==> src/rtl/alib_octree_code_streamer.sv <==
// Streams a snapshot of the octree occupation code as a header beat (byte count)
// followed by little-endian packed payload beats on a 32-bit AXI4-Stream master.
module alib_octree_code_streamer #(
    parameter int NUMBER_NODES = 200,
    parameter int CNT_W        = 16
) (
    input  logic                      i_SYSTEM_clk,
    input  logic                      i_SYSTEM_rst,
    input  logic                      i_dfs_done,
    input  logic [8*NUMBER_NODES-1:0] i_occupation_code,
    input  logic [31:0]               i_occupation_code_size_bytes,
    output logic [31:0]               o_m_tdata,
    output logic [3:0]                o_m_tkeep,
    output logic                      o_m_tvalid,
    input  logic                      i_m_tready,
    output logic                      o_m_tlast,
    output logic                      o_busy,
    output logic                      o_stream_done,
    output logic                      o_size_clamped,
    output logic                      o_dropped,
    output logic [1:0]                o_dbg_state
);

    // Stream handshake: a beat transfers on any rising clk edge where
    // o_m_tvalid & i_m_tready; while tvalid is high and tready low the beat
    // (tdata/tkeep/tlast) is held, and tvalid only falls after a transfer.

    localparam logic [CNT_W-1:0] MAX_BYTES    = CNT_W'(NUMBER_NODES);
    localparam logic [31:0]      MAX_BYTES_32 = 32'(NUMBER_NODES);

    typedef enum logic [1:0] {
        ST_IDLE    = 2'd0,
        ST_HEADER  = 2'd1,
        ST_PAYLOAD = 2'd2,
        ST_DONE    = 2'd3
    } state_t;

    state_t                    state_q, state_d;
    logic                      dfs_q;
    logic                      sample_seen_q;
    logic                      dfs_rise;
    logic                      capture;
    logic                      beat_accept;
    logic [8*NUMBER_NODES-1:0] snapshot_q;
    logic [CNT_W-1:0]          size_q;
    logic [CNT_W-1:0]          byte_idx_q;
    logic [CNT_W-1:0]          remaining;
    logic                      clamped_q;
    logic                      dropped_q;
    logic [3:0]                lane_keep;
    logic [31:0]               lane_data;

    // dfs_q resets to 0, so an input already high at reset release would look
    // like a rising edge; sample_seen_q blocks that until one real sample exists.
    assign dfs_rise    = i_dfs_done & ~dfs_q & sample_seen_q;
    assign capture     = (state_q == ST_IDLE) & dfs_rise;
    assign beat_accept = o_m_tvalid & i_m_tready;
    assign remaining   = size_q - byte_idx_q;

    always_ff @(posedge i_SYSTEM_clk or negedge i_SYSTEM_rst) begin
        if (!i_SYSTEM_rst) begin
            dfs_q         <= 1'b0;
            sample_seen_q <= 1'b0;
        end else begin
            dfs_q         <= i_dfs_done;
            sample_seen_q <= 1'b1;
        end
    end

    always_ff @(posedge i_SYSTEM_clk or negedge i_SYSTEM_rst) begin
        if (!i_SYSTEM_rst) begin
            state_q <= ST_IDLE;
        end else begin
            state_q <= state_d;
        end
    end

    // The snapshot shifts down one word per payload beat, so the current beat
    // always sits in the low 32 bits.
    always_ff @(posedge i_SYSTEM_clk or negedge i_SYSTEM_rst) begin
        if (!i_SYSTEM_rst) begin
            snapshot_q <= '0;
            size_q     <= '0;
            byte_idx_q <= '0;
            clamped_q  <= 1'b0;
            dropped_q  <= 1'b0;
        end else begin
            dropped_q <= dfs_rise & (state_q != ST_IDLE);
            if (capture) begin
                snapshot_q <= i_occupation_code;
                byte_idx_q <= '0;
                if (i_occupation_code_size_bytes > MAX_BYTES_32) begin
                    size_q    <= MAX_BYTES;
                    clamped_q <= 1'b1;
                end else begin
                    size_q <= i_occupation_code_size_bytes[CNT_W-1:0];
                end
            end else if ((state_q == ST_PAYLOAD) && beat_accept) begin
                snapshot_q <= snapshot_q >> 32;
                byte_idx_q <= byte_idx_q + CNT_W'(4);
            end
        end
    end

    always_comb begin
        lane_keep = '0;
        lane_data = '0;
        for (int j = 0; j < 4; j++) begin
            lane_keep[j]        = remaining > CNT_W'(j);
            lane_data[8*j +: 8] = lane_keep[j] ? snapshot_q[8*j +: 8] : 8'h00;
        end
    end

    always_comb begin
        state_d       = state_q;
        o_m_tvalid    = 1'b0;
        o_m_tdata     = '0;
        o_m_tkeep     = '0;
        o_m_tlast     = 1'b0;
        o_busy        = 1'b0;
        o_stream_done = 1'b0;
        case (state_q)
            ST_IDLE: begin
                if (dfs_rise) state_d = ST_HEADER;
            end
            ST_HEADER: begin
                o_m_tvalid = 1'b1;
                o_m_tdata  = 32'(size_q);
                o_m_tkeep  = 4'b1111;
                o_m_tlast  = (size_q == '0);
                o_busy     = 1'b1;
                if (i_m_tready) state_d = (size_q == '0) ? ST_DONE : ST_PAYLOAD;
            end
            ST_PAYLOAD: begin
                o_m_tvalid = 1'b1;
                o_m_tdata  = lane_data;
                o_m_tkeep  = lane_keep;
                o_m_tlast  = (remaining <= CNT_W'(4));
                o_busy     = 1'b1;
                if (i_m_tready && o_m_tlast) state_d = ST_DONE;
            end
            ST_DONE: begin
                o_stream_done = 1'b1;
                state_d       = ST_IDLE;
            end
            default: state_d = ST_IDLE;
        endcase
    end

    assign o_size_clamped = clamped_q;
    assign o_dropped      = dropped_q;
    assign o_dbg_state    = state_q;

endmodule

==> config.mk <==
export PLATFORM = sky130hd
export DESIGN_NAME = alib_octree_code_streamer
export DESIGN_NICKNAME = d
export VERILOG_FILES = /design/src/rtl/alib_octree_code_streamer.sv
export SDC_FILE = /design/constraint.sdc
export NUM_CORES = 2
export LEC_CHECK = 0
export CAP_MARGIN = 15
export CELL_PAD_IN_SITES_DETAIL_PLACEMENT = 0
export CELL_PAD_IN_SITES_GLOBAL_PLACEMENT = 2
export CORE_AREA = 5 5 644 646
export DETAILED_ROUTE_END_ITERATION = 10
export DIE_AREA = 0 0 649 651
export PLACE_DENSITY = 0.64
export SYNTH_ARGS = -nofsm -noshare
export SYNTH_HDL_FRONTEND = slang
export SYNTH_SLANG_ARGS = --single-unit
==> constraint.sdc <==
create_clock -name i_SYSTEM_clk -period 3.65 [get_ports i_SYSTEM_clk]
set_input_delay 0.73 -clock i_SYSTEM_clk [delete_from_list [all_inputs] [get_ports i_SYSTEM_clk]]
set_output_delay 0.73 -clock i_SYSTEM_clk [all_outputs]
set_load 0.01 [all_outputs]
; ---- Yosys cells after proc, flatten, opt, wreduce, memory -nomap -nowiden
; Index checks and enable logic that the tools add are counted.
[totals]
reg_bits = 1638
inputBits = 1636
output_inout_bits = 44
elab_cells = 56
[op_classes]
addsub = 2
order_cmp = 6
eq_ne = 6
n_mux = 19
bitwise = 6
n_reduce_logical = 9
[ops]
columns = cell, count
row1 = two-way mux 1600 bit, 2
row2 = one-hot mux 32 bit (2 select lines), 1
row3 = two-way mux 16 bit, 3
row4 = "greater-than comparator 16 x 1 -> 1 bit, second input constant", 2
row5 = "greater-than comparator 16 x 2 -> 1 bit, second input constant", 2
row6 = "greater-than comparator 32 x 8 -> 1 bit, second input constant", 1
row7 = two-way mux 8 bit, 4
row8 = "adder 16 x 3 -> 16 bit, second input constant", 1
row9 = "<= comparator 16 x 3 -> 1 bit, second input constant", 1
row10 = zero test 16 bit, 1
row11 = subtractor 16 bit, 1
row12 = one-hot mux 2 bit (4 select lines), 1
row13 = one-hot mux 4 bit (2 select lines), 1
row14 = two-way mux 2 bit, 3
row15 = bitwise AND 1 bit, 5
row16 = "equality test 2 bit, second input constant", 2
row17 = "!= test 2 bit, second input constant", 2
row18 = nonzero test 2 bit, 2
row19 = two-way mux 1 bit, 3
row20 = AND reduction 3 bit, 1
row21 = "equality test 2 x 1 -> 1 bit, second input constant", 1
row22 = logical AND 1 bit, 2
row23 = zero test 2 bit, 1
row24 = "!= test 2 x 1 -> 1 bit, second input constant", 1
row25 = 4 further kinds, 4

; ---- Logic depth before layout (Yosys ltp)
[depth]
ltp_word = 7
depth_mapped = 12

; ---- Worst setup path after synthesis
; No wires, ideal clock.
[synth_path]
path_kind = reg2out
startpoint = reg size_q[5]
endpoint = out o_m_tdata[0]
arrival_time_ns = 2.602
required_time_ns = 2.920
path_slack_ns = 0.318
path_stages_with_launch = 11
n_path_buf = 1
cell_sequence = dfrtp_1 -> ha_1 -> buf_6 -> or4_1 -> nor2_1 -> o211ai_1 -> nand2b_1 -> o2111ai_1 -> nor4_4 -> a31oi_2 -> a22o_1
[synth_via]
elab_chain_cells = 4
[synth_rtl]
columns = element, line_no
row1 = "start, declared", 45  ; logic [CNT_W-1:0] size_q;
row2 = "start signal, assigned", 96  ; size_q <= i_occupation_code_size_bytes[CNT_W-1:0];
row3 = subtractor 16 bit, 58  ; assign remaining = size_q - byte_idx_q;
row4 = greater-than comparator 16 x 1 -> 1 bit, 109  ; lane_keep[j] = remaining > CNT_W'(j);
row5 = two-way mux 8 bit, 110  ; lane_data[8*j +: 8] = lane_keep[j] ? snapshot_q[8*j +: 8] : 8'h00;
row6 = one-hot mux 32 bit (2 select lines), 122  ; case (state_q)
row7 = "end, declared", 12  ; output logic [31:0] o_m_tdata,
; No other way between the ends.

; ---- Worst setup path in the final report
[layout_path]
startpoint = reg byte_idx_q[8]
endpoint = out o_m_tdata[17]
[layout_via]
elab_chain_cells = 4
[layout_rtl]
columns = element, line_no
row1 = "start, declared", 46  ; logic [CNT_W-1:0] byte_idx_q;
row2 = "start signal, assigned", 100  ; byte_idx_q <= byte_idx_q + CNT_W'(4);
row3 = subtractor 16 bit, 58
row4 = greater-than comparator 16 x 2 -> 1 bit, 109
row5 = two-way mux 8 bit, 110
row6 = one-hot mux 32 bit (2 select lines), 122
; No other way between the ends.

==> metrics.md <==
| Metric | Value |
|---|---|
| CP top delay family | `buffers and inverters` |
| Prevailing post-synth register cell | `sky130_fd_sc_hd__dfrtp_1` |
| Via-per-instance ratio | `4.38` |
| Total of warnings raised by yosys | `0` |
| Post-synthesis to final-layout area growth | `45.4%` |
| Number of input and output port buffers inserted | `1679` |
| Number of synthesized flops with an enable pin | `0` |
| Reg2reg path depth | `11` |
| Ranking of synthesized cells by area | `sky130_fd_sc_hd__dfrtp_1, sky130_fd_sc_hd__nand2_1, sky130_fd_sc_hd__a31oi_1, sky130_fd_sc_hd__nor2_1, sky130_fd_sc_hd__clkbuf_1` |
| Final setup vio count | `37` |
| Largest net degree at the start of global routing | `126` |
| Die X | `649 um` |
| Layout cells sized above 1 | `8.23%` |
| Peak ir drop on the vdd network | `0.000399 V` |
| First-iteration detailed-routing DRC count | `5809` |
| Delay of the slowest cell on the worst path | `0.38 ns` |
| Worst R2R End | `o_dbg_state[1]` |
| Cell depth of the worst setup path | `18` |
| Number of max-cap violations | `0` |
| Fill cells | `44800` |
| Slowest library cell on the worst path | `sky130_fd_sc_hd__dfrtp_1` |
| Buffer and inverter count on the worst path | `9` |
| Cell Rows | `235` |
| Number of antenna violations at the first check in global routing | `248` |
| Unrepaired setup endpoints after global routing | `true` |
| Vertical die dimension | `651 um` |
| Top cells by instance count after synthesis | `sky130_fd_sc_hd__nand2_1, sky130_fd_sc_hd__dfrtp_1, sky130_fd_sc_hd__nor2_1` |
| Ordered cell list for the critical path | `inv_2 > ha_4 > a21oi_1 > buf_4 > o21a_1 > nand2_1 > buf_4 > o211ai_1 > o2111ai_2 > nor4_4 > buf_6 > buf_6 > a31oi_4 > buf_6 > buf_12 > buf_6 > and2_4 > buf_6` |
| Class of the most critical setup path | `reg2out` |
| Min setup slack post-route | `-0.974 ns` |
| Global Route Usage Sum | `18.4%` |
| Layout Utilization | `26.2%` |
| Met3 Wirelength | `24900 um` |
| Fraction of synthesis flops using an asynchronous set or reset pin | `100%` |
| Count of state elements after synthesis | `1636` |
| Clock Sinks | `1636` |
| Share of the clock period used by the worst path | `127%` |
| Multi-input gate area in the final layout | `30200 sq um` |
| Largest buffer count on any clock path | `4` |
| Cell accounting for the most synthesized area | `sky130_fd_sc_hd__dfrtp_1` |
| Number of placed I/O pins | `1680` |
| Failing checks | `negative setup slack` |
| Slew at the pin closest to its max-slew limit | `1.10 ns` |
| Tightest slew margin relative to the limit | `26.7%` |
| Detailed-route via count | `71800` |
| CTS HTree Levels | `4` |
| Total routed wire length on the met1 layer | `165000 um` |
| Antenna Violating Nets Remaining | `0` |
| TritonCTS Buffers | `208` |
| Clock-pin slew on the worst setup and hold paths | `0.06 ns` |
| Synth cell types | `57` |
| Total wirelength of the detailed-routed design | `405000 um` |
| Most used cell, CP | `sky130_fd_sc_hd__buf_6` |
| Power density relative to cell area | `729 nW/um^2` |
| Grt ovf | `0` |
| Count of endpoints failing hold in the final timing report | `0` |
| Initial core utilization | `18.0%` |
| Area fraction of the dominant cell type after synthesis | `55.7%` |
| Worst-Skew Late Latency | `0.92 ns` |
| Number of pins exceeding their max-slew limit in the final report | `0` |
| DRC errors left | `0` |
| Required time at the worst-slack endpoint | `2.92 ns` |
| Global-route wire length before repair | `565000 um` |
| Clock root buffer master | `sky130_fd_sc_hd__clkbuf_16` |
| Highest signal layer in the routed design | `met5` |
| Static leakage power | `0.0459 uW` |
| Hold Path Class | `in2reg` |
| Placeable core region | `408000 sq um` |
| Destination of the critical timing path | `o_m_tdata[17]` |
| Crit path arrival time | `3.89 ns` |
| Result of the run | `complete, but fails checks` |
| Post-Place Setup Slack | `-0.877 ns` |
| CTS tree | `built` |
| Achievable frequency | `0.216 GHz` |
| Full die area | `422000 sq um` |
| Register area | `40900 sq um` |
| Sequential share of the synthesized area | `55.7%` |
| Total standard cell area after synthesis | `73500 sq um` |
| Critical Path Source | `byte_idx_q[8]` |
| Number of standard cells after synthesis | `9049` |
| Setup crit start kind | `flip-flop` |
| Average detailed-routed wire length per instance | `24.7 um` |
| Post-synthesis average cell area | `8.13 sq um` |
| Endpoint type of the worst setup path | `output pin` |
| Vias in the first global route | `72600` |
| Placer's final routability congestion estimate | `0.859` |
| Routed wire length on met2 | `202000 um` |
| Critical Path Fanout Max | `4` |
| Layout Skew | `0.0952 ns` |
| Sum of net half-perimeters after detailed placement | `316000 um` |
| Count of TritonRoute iterations in the first routing pass | `6` |
| Final period demand of the worst path | `4.62 ns` |
| Setup slack of the worst register-to-register path | `0.74 ns` |
| Leading cell type by number of instances after synthesis | `sky130_fd_sc_hd__nand2_1` |
| Crit Reg-Reg Startpoint | `byte_idx_q[3]` |
| Number of nets at the end of the flow | `12300` |
layer usage:
metal	vias to the layer above	track usage [%]
met2	2083	31.9
met1	35200	22.4
met5	-	0
met4	150	5.45
met3	694	4.45
li1	33700	-
worst min-delay path by stage:
stage	from	depth (start not counted)	end
finish	i_occupation_code[918]	3	snapshot_q[918]
CTS	i_occupation_code[918]	3	snapshot_q[918]
floorplan	i_SYSTEM_rst	0	byte_idx_q[10]
global placement	o_size_clamped	1	o_size_clamped
global route	i_occupation_code[1593]	3	snapshot_q[1593]
detailed placement	o_size_clamped	1	o_size_clamped
area by class of cell:
cell class	instances	area share (%)
Inverter	22	0.0773
Sequential cell	1636	38.3
Multi-Input combinational cell	6666	28.2
Antenna cell	86	0.201
Clock buffer	318	5.85
Clock inverter	50	0.513
Timing Repair Buffer	2157	20.5
Tap cell	5451	6.38
metrics by stage:
step	std cells	cell area (sq um)	hold slack (ns)	total power, uW	TNS [ns]
floorplan	9050	73500	0.434	44600	0
detailed placement	15900	99400	0.455	56700	-21.93
finish	16400	107000	0.381	77900	-30.19
global placement	15900	99400	0.450	56600	-23.62
global route	16300	107000	0.322	83000	-38.30
CTS	16300	107000	0.254	78800	-37.26
tightest hold or removal path: stages:
cell and delay [ns]:
sky130_fd_sc_hd__clkdlybuf4s50_1 0.40, sky130_fd_sc_hd__nor2_1 0.10, sky130_fd_sc_hd__a31oi_1 0.04
cells by family (layout without fill, tap and decap cells):
group / after synthesis / in the layout / synth area share (%)
muxes: 1 / 1 / 0.0153
adders and majority gates: 20 / 20 / 0.340
xor gates and xnor gates: 13 / 13 / 0.155
and+or+nand+nor: 4964 / 4964 / 25.7
AOI/OAI and AO/OA: 1665 / 1665 / 14.3
other: 2 / 89 / 0.0102
buffers and inverters: 748 / 2547 / 3.84
DFF: 1636 / 1636 / 55.7
report_power, final:
group / switching [uW] / internal, uW
sequential: 5950 / 26500
clock: 8870 / 12200
combinational: 13400 / 11000
layout by cell type, fill, tap and decap left out, types with 11 or more instances in the layout:
master | Yosys | layout
sky130_fd_sc_hd__buf_12 | 0 | 120
sky130_fd_sc_hd__nand3_1 | 41 | 40
sky130_fd_sc_hd__nor2_1 | 1593 | 1592
sky130_fd_sc_hd__buf_6 | 1 | 18
sky130_fd_sc_hd__clkinv_2 | 0 | 31
sky130_fd_sc_hd__and2_1 | 27 | 20
sky130_fd_sc_hd__diode_2 | 0 | 86
sky130_fd_sc_hd__xnor2_1 | 11 | 11
sky130_fd_sc_hd__inv_1 | 22 | 18
sky130_fd_sc_hd__clkbuf_8 | 0 | 59
sky130_fd_sc_hd__clkbuf_16 | 0 | 210
sky130_fd_sc_hd__nand2_1 | 3251 | 3250
sky130_fd_sc_hd__dfrtp_1 | 1636 | 1636
sky130_fd_sc_hd__buf_4 | 1 | 347
sky130_fd_sc_hd__clkbuf_1 | 709 | 49
sky130_fd_sc_hd__a31oi_1 | 1569 | 1568
sky130_fd_sc_hd__buf_2 | 4 | 18
sky130_fd_sc_hd__clkdlybuf4s50_1 | 0 | 1641
sky130_fd_sc_hd__a21oi_1 | 23 | 14
flip-flops by register name, summed over array words and instances, names as in the netlist:
| register | cells |
|---|---|
| o_dbg_state | 2 |
| o_size_clamped | 1 |
| snapshot_q | 1600 |
| dfs_q | 1 |
| byte_idx_q | 14 |
| sample_seen_q | 1 |
| size_q | 16 |
| o_dropped | 1 |
repair_timing:
item                       CTS  global route
gates cloned                 1             0
hold buffers                 1             0
pin swaps                   19            12
setup endpoints to repair   37            37
hold endpoints to repair    47             0
resized for setup          168            48
buffers inserted            13             4
No activity file was read; power rests on OpenSTA's default activity.
